==> src/rtl/led_driver.sv <==
// led_driver: per-channel LED output stage with shared PWM dimming,
// activity pulse stretching, blink/on/off modes and a single-cycle
// configuration write port. All outputs are registered.
module led_driver #(
    parameter int unsigned NUM_LEDS     = 8,
    parameter int unsigned PWM_BITS     = 3,
    parameter int unsigned STRETCH_BITS = 20,
    parameter int unsigned BLINK_BITS   = 23,
    parameter int unsigned RESET_DUTY   = 1,
    localparam int unsigned SEL_W       = (NUM_LEDS > 1) ? $clog2(NUM_LEDS) : 1
) (
    input  logic                clock_160,
    input  logic                inp_resn,
    input  logic [NUM_LEDS-1:0] led_in,
    input  logic                cfg_we,
    input  logic [SEL_W-1:0]    cfg_sel,
    input  logic [PWM_BITS-1:0] cfg_duty,
    input  logic [1:0]          cfg_mode,
    output logic                cfg_ack,
    output logic [NUM_LEDS-1:0] led_out
);

    typedef enum logic [1:0] {
        MODE_NORMAL = 2'd0,
        MODE_OFF    = 2'd1,
        MODE_BLINK  = 2'd2,
        MODE_ON     = 2'd3
    } led_mode_e;

    logic [PWM_BITS-1:0]     pwm_cnt;
    logic [BLINK_BITS-1:0]   blink_div;
    logic [NUM_LEDS-1:0]     in_q;
    logic [STRETCH_BITS-1:0] stretch_cnt [NUM_LEDS];
    logic [PWM_BITS-1:0]     duty        [NUM_LEDS];
    led_mode_e               mode        [NUM_LEDS];

    logic                    blink_ph_c;
    logic                    sel_ok_c;
    logic                    cfg_hit_c;
    logic [NUM_LEDS-1:0]     stretched_c;
    logic [NUM_LEDS-1:0]     gate_c;
    logic [NUM_LEDS-1:0]     led_nxt_c;

    assign blink_ph_c = blink_div[BLINK_BITS-1];

    // Out-of-range channel index only exists when NUM_LEDS is not a power of two
    if ((1 << SEL_W) > NUM_LEDS) begin : g_sel_chk
        assign sel_ok_c = (cfg_sel < SEL_W'(NUM_LEDS));
    end else begin : g_sel_full
        assign sel_ok_c = 1'b1;
    end

    assign cfg_hit_c = cfg_we & sel_ok_c;

    // Shared free-running PWM counter and blink divider
    always_ff @(posedge clock_160 or negedge inp_resn) begin
        if (!inp_resn) begin
            pwm_cnt   <= '0;
            blink_div <= '0;
        end else begin
            pwm_cnt   <= pwm_cnt + PWM_BITS'(1);
            blink_div <= blink_div + BLINK_BITS'(1);
        end
    end

    // Input capture and per-channel stretch counters (reload while input high)
    always_ff @(posedge clock_160 or negedge inp_resn) begin
        if (!inp_resn) begin
            in_q <= '0;
            for (int i = 0; i < int'(NUM_LEDS); i++) begin
                stretch_cnt[i] <= '0;
            end
        end else begin
            in_q <= led_in;
            for (int i = 0; i < int'(NUM_LEDS); i++) begin
                if (in_q[i]) begin
                    stretch_cnt[i] <= '1;
                end else if (stretch_cnt[i] != '0) begin
                    stretch_cnt[i] <= stretch_cnt[i] - STRETCH_BITS'(1);
                end
            end
        end
    end

    // Per-channel configuration; a write takes effect on the next compare
    always_ff @(posedge clock_160 or negedge inp_resn) begin
        if (!inp_resn) begin
            for (int i = 0; i < int'(NUM_LEDS); i++) begin
                duty[i] <= PWM_BITS'(RESET_DUTY);
                mode[i] <= MODE_NORMAL;
            end
        end else begin
            for (int i = 0; i < int'(NUM_LEDS); i++) begin
                if (cfg_hit_c && (cfg_sel == SEL_W'(i))) begin
                    duty[i] <= cfg_duty;
                    mode[i] <= led_mode_e'(cfg_mode);
                end
            end
        end
    end

    // Stretch, PWM gate and mode selection per channel
    always_comb begin
        stretched_c = '0;
        gate_c      = '0;
        led_nxt_c   = '0;
        for (int i = 0; i < int'(NUM_LEDS); i++) begin
            stretched_c[i] = in_q[i] | (stretch_cnt[i] != '0);

            // All-ones duty is forced fully on; the compare alone would drop the last slot
            if (duty[i] == '0) begin
                gate_c[i] = 1'b0;
            end else if (duty[i] == '1) begin
                gate_c[i] = 1'b1;
            end else begin
                gate_c[i] = (pwm_cnt < duty[i]);
            end

            case (mode[i])
                MODE_NORMAL: led_nxt_c[i] = stretched_c[i] & gate_c[i];
                MODE_OFF:    led_nxt_c[i] = 1'b0;
                MODE_BLINK:  led_nxt_c[i] = stretched_c[i] & blink_ph_c & gate_c[i];
                MODE_ON:     led_nxt_c[i] = gate_c[i];
                default:     led_nxt_c[i] = 1'b0;
            endcase
        end
    end

    // Registered LED drive and write acknowledge
    always_ff @(posedge clock_160 or negedge inp_resn) begin
        if (!inp_resn) begin
            led_out <= '0;
            cfg_ack <= 1'b0;
        end else begin
            led_out <= led_nxt_c;
            cfg_ack <= cfg_hit_c;
        end
    end

endmodule

==> config.mk <==
export PLATFORM = sky130hd
export DESIGN_NAME = led_driver
export DESIGN_NICKNAME = d
export VERILOG_FILES = /design/src/rtl/led_driver.sv
export SDC_FILE = /design/constraint.sdc
export NUM_CORES = 1
export LEC_CHECK = 0
export BUFFER_PORTS_ARGS = -buffer_cell sky130_fd_sc_hd__buf_2
export CELL_PAD_IN_SITES_DETAIL_PLACEMENT = 1
export CELL_PAD_IN_SITES_GLOBAL_PLACEMENT = 2
export CORE_ASPECT_RATIO = 2
export CORE_MARGIN = 1
export CORE_UTILIZATION = 45
export DETAILED_ROUTE_END_ITERATION = 16
export PLACE_DENSITY_LB_ADDON = 0.08
export SETUP_SLACK_MARGIN = 0.3
export SLEW_MARGIN = 20
export SYNTH_ARGS = -nofsm -noshare
export SYNTH_HDL_FRONTEND = slang
export SYNTH_SLANG_ARGS = --single-unit
==> constraint.sdc <==
create_clock -name clock_160 -period 3.6 [get_ports clock_160]
set_input_delay 0.18 -clock clock_160 [delete_from_list [all_inputs] [get_ports clock_160]]
set_output_delay 0.18 -clock clock_160 [all_outputs]
set_load 0.03 [all_outputs]
==> run metrics <==
Main synth FF type=sky130_fd_sc_hd__dfrtp_1; worst hold path cell count=2; clock-pin transition on the worst setup and hold timing paths=0.07 ns; maximum count of clock buffers along a single path=3; starting density of the core=45.87%; peak clock frequency supported by timing=0.3810 GHz; met3 WL=740 um; leakage power=0.004862 uW; antenna-violating nets left=0; Final Hold Viols=0; max-cap violations=0; synthesized cell area=12390 sq um; Reg2Reg Setup Slack=0.98 ns; Antenna Diode Count=0; number of synthesized register bits=243; setup clock skew after layout=0.008960 ns; cell types occupying the most area after synthesis=sky130_fd_sc_hd__dfrtp_1 47%, sky130_fd_sc_hd__xnor2_1 5.3%, sky130_fd_sc_hd__nand2b_1 3.5%; pin count of the biggest net entering global routing=96; slowest cell delay on critical path=0.54 ns; number of distinct library cells after synthesis=63; Crit path required time=4.00 ns; hold path start=cfg_mode[0]; result of the run=completed; Slew Limit Fails=0; via count=9039; final period utilization=72.91%; CTS Root Buffer Type=sky130_fd_sc_hd__clkbuf_16; DIE AREA=28240 sq um; number of enable-type register cells in the synthesized netlist=0; instance area at placement=12910 sq um; Final Wtd Congestion=0.7671; fraction of final layout cells with drive strength greater than 1=10.20%; layout overhead on the synthesized area=11.66%; Worst path top cell family by delay=simple AND/OR/NAND/NOR gates; share of the synthesized area in the top cell type=47.46%; post-route standard cell area excluding fillers=13840 sq um; commonest cells after routing, fill and taps aside=235 x sky130_fd_sc_hd__dfrtp_1, 106 x sky130_fd_sc_hd__nand2_1, 75 x sky130_fd_sc_hd__xnor2_1; post-CTS setup-driven buffer insertion count=0; clock tree from TritonCTS=done; Yosys top cell by area=sky130_fd_sc_hd__dfrtp_1; largest vdd supply drop=427.0 uV; Worst R2R Path Depth=7; layout net count=1313; core outline area=27010 sq um; final global-route overflow total=0; standard-cell row count=85; routed vias/inst=5.569; transition time at the pin with the least slew margin=0.9315 ns; worst r2r dst=stretch_cnt[64]; Critical Path End Type=flop; Final Critical Period=2.625 ns; Die Ht=236.7 um; number of cells produced by synthesis=1221; sequential cell area fraction in the yosys report=49.16%; unrepaired setup endpoints after global routing=false; endpoint arrival time on the critical path=3.03 ns; uppermost layer routed=met5; routed length on met1=11.32 mm; overall routing resource usage=21.07%; initial detailed-routing violation count=294; setup TNS=0 ns; router iterations before antenna repair=4; number of global-route vias before repair=9968; Critical Path Slowest Stage Cell=sky130_fd_sc_hd__nor2_1; total nets after synthesis=1274; Min Hold Slack=0.1102 ns; total design power=6255 uW; maximum level of the CTS H-tree=1; post-CTS sizing=0; clock buffer count from CTS=24; power per cell area=452.1 nW/um^2; Post-DP HPWL=19.38 mm; overall routed net length=28.12 mm; number of remaining DRC errors=0; critical setup path kind=flop to flop; Max transition margin=37.76%; top-level port count=28; startpoint type of the worst setup path=flop; CTS Hold Buffers Added=13; Ys Warns=0; Detail Route met2 WL=15.48 mm; initial antenna violation count=1; clock latency on the worst-skew pair=0.53 ns; Syn Area/Cell=10.15 sq um; number of I/O port buffers=27; sequence of cells on the critical path=inv_1 > ha_1 > nor4b_1 > nand4_1 > nor2_1 > nor3_1 > or3b_2; die width=119.3 um; launch point of the worst path=stretch_cnt[60]; number of buffers and inverters on the critical path=1; drt wl/cell=17.33 um; maximum fanout along the worst path=12; proportion of register bits with asynchronous set or reset after synthesis=100.0%; wire length of the first global-routing pass=48.74 mm; endpoint of the worst hold-timing path=mode[2]; total number of clock tree sinks=243; reg2reg start=stretch_cnt[60]; most frequent standard cell in the layout excluding fill and tap cells=sky130_fd_sc_hd__dfrtp_1; worst min-delay path class=primary input to flop; total setup violations reported at the end of the flow=0
[metrics by stage]
step                cells  utilization [%]  worst slack (ns)
floorplan            1221                -             1.499
global placement     1569            47.79             1.073
detailed placement   1569            47.79            0.9763
CTS                  1623            51.22            0.9624
global route         1623            51.22            0.7103
finish               1623            51.22            0.9751
[worst max-delay path by stage]
stage	end	slack, ns	cells after the start
CTS	stretch_cnt[64]	0.96	7
global placement	stretch_cnt[64]	1.07	5
global route	stretch_cnt[64]	0.71	5
detailed placement	stretch_cnt[64]	0.98	7
floorplan	led_out[5]	1.50	5
finish	stretch_cnt[64]	0.98	7
[state kept, by name, summed over array words and instances (netlist names)]
name         cells
blink_div       23
cfg_ack          1
duty            24
in_q             8
led_out          8
mode            16
pwm_cnt          3
stretch_cnt    160
[cells in the mapped netlist (16+ instances only)]
| library cell | instances |
|---|---|
| sky130_fd_sc_hd__a21oi_1 | 45 |
| sky130_fd_sc_hd__clkbuf_1 | 29 |
| sky130_fd_sc_hd__dfrtp_1 | 235 |
| sky130_fd_sc_hd__ha_1 | 34 |
| sky130_fd_sc_hd__inv_1 | 54 |
| sky130_fd_sc_hd__mux2_2 | 31 |
| sky130_fd_sc_hd__nand2_1 | 106 |
| sky130_fd_sc_hd__nand2b_1 | 69 |
| sky130_fd_sc_hd__nand3_1 | 33 |
| sky130_fd_sc_hd__nand4_1 | 21 |
| sky130_fd_sc_hd__nor2_1 | 73 |
| sky130_fd_sc_hd__nor2b_1 | 16 |
| sky130_fd_sc_hd__nor3_1 | 38 |
| sky130_fd_sc_hd__nor3b_1 | 17 |
| sky130_fd_sc_hd__nor4_1 | 31 |
| sky130_fd_sc_hd__o21ai_0 | 50 |
| sky130_fd_sc_hd__or3_1 | 21 |
| sky130_fd_sc_hd__xnor2_1 | 75 |
| sky130_fd_sc_hd__xor2_1 | 43 |
[power by group]
| part | internal (uW) | switching, uW | total [uW] |
|---|---|---|---|
| registers | 2910 | 130 | 3040 |
| clock network | 1550 | 1070 | 2610 |
| logic | 254 | 352 | 606 |
| total | 4700 | 1550 | 6250 |
[worst reg2reg max path: cells and delay by family, from the launching register on]
family	cells	cell delay, ns
adders and majority gates	1	0.15
buffers and inverters	1	0.11
DFF	1	0.39
and+or+nand+nor	5	1.86
[cells by family after synthesis]
family / after synthesis / synth area share (%)
AO/OA/AOI/OAI: 183 / 9.482
XOR/XNOR: 118 / 8.341
adder cells (fa/ha/maj): 34 / 3.433
buffers and inverters: 90 / 2.837
flip-flops: 243 / 49.16
multiplexers: 39 / 3.464
AND/OR/NAND/NOR: 514 / 23.29
[final cells by class]
cell class | instances | area, sq um
well taps | 348 | 435.4
repair buffers | 49 | 355.3
multi-input cells | 888 | 5954
inverters | 54 | 202.7
clock buffers | 36 | 696.9
flip-flops and latches | 243 | 6091
clock inverters | 5 | 100.1
fillers | 3038 | 13180
[layer usage]
| metal | GRT usage (%) | vias to the layer above |
|---|---|---|
| met5 | 0 | - |
| met4 | 6.288 | 2 |
| met3 | 2.577 | 31 |
| met2 | 41.09 | 79 |
| met1 | 23.27 | 4543 |
| li1 | - | 4384 |
No activity file was read; power rests on OpenSTA's default activity.
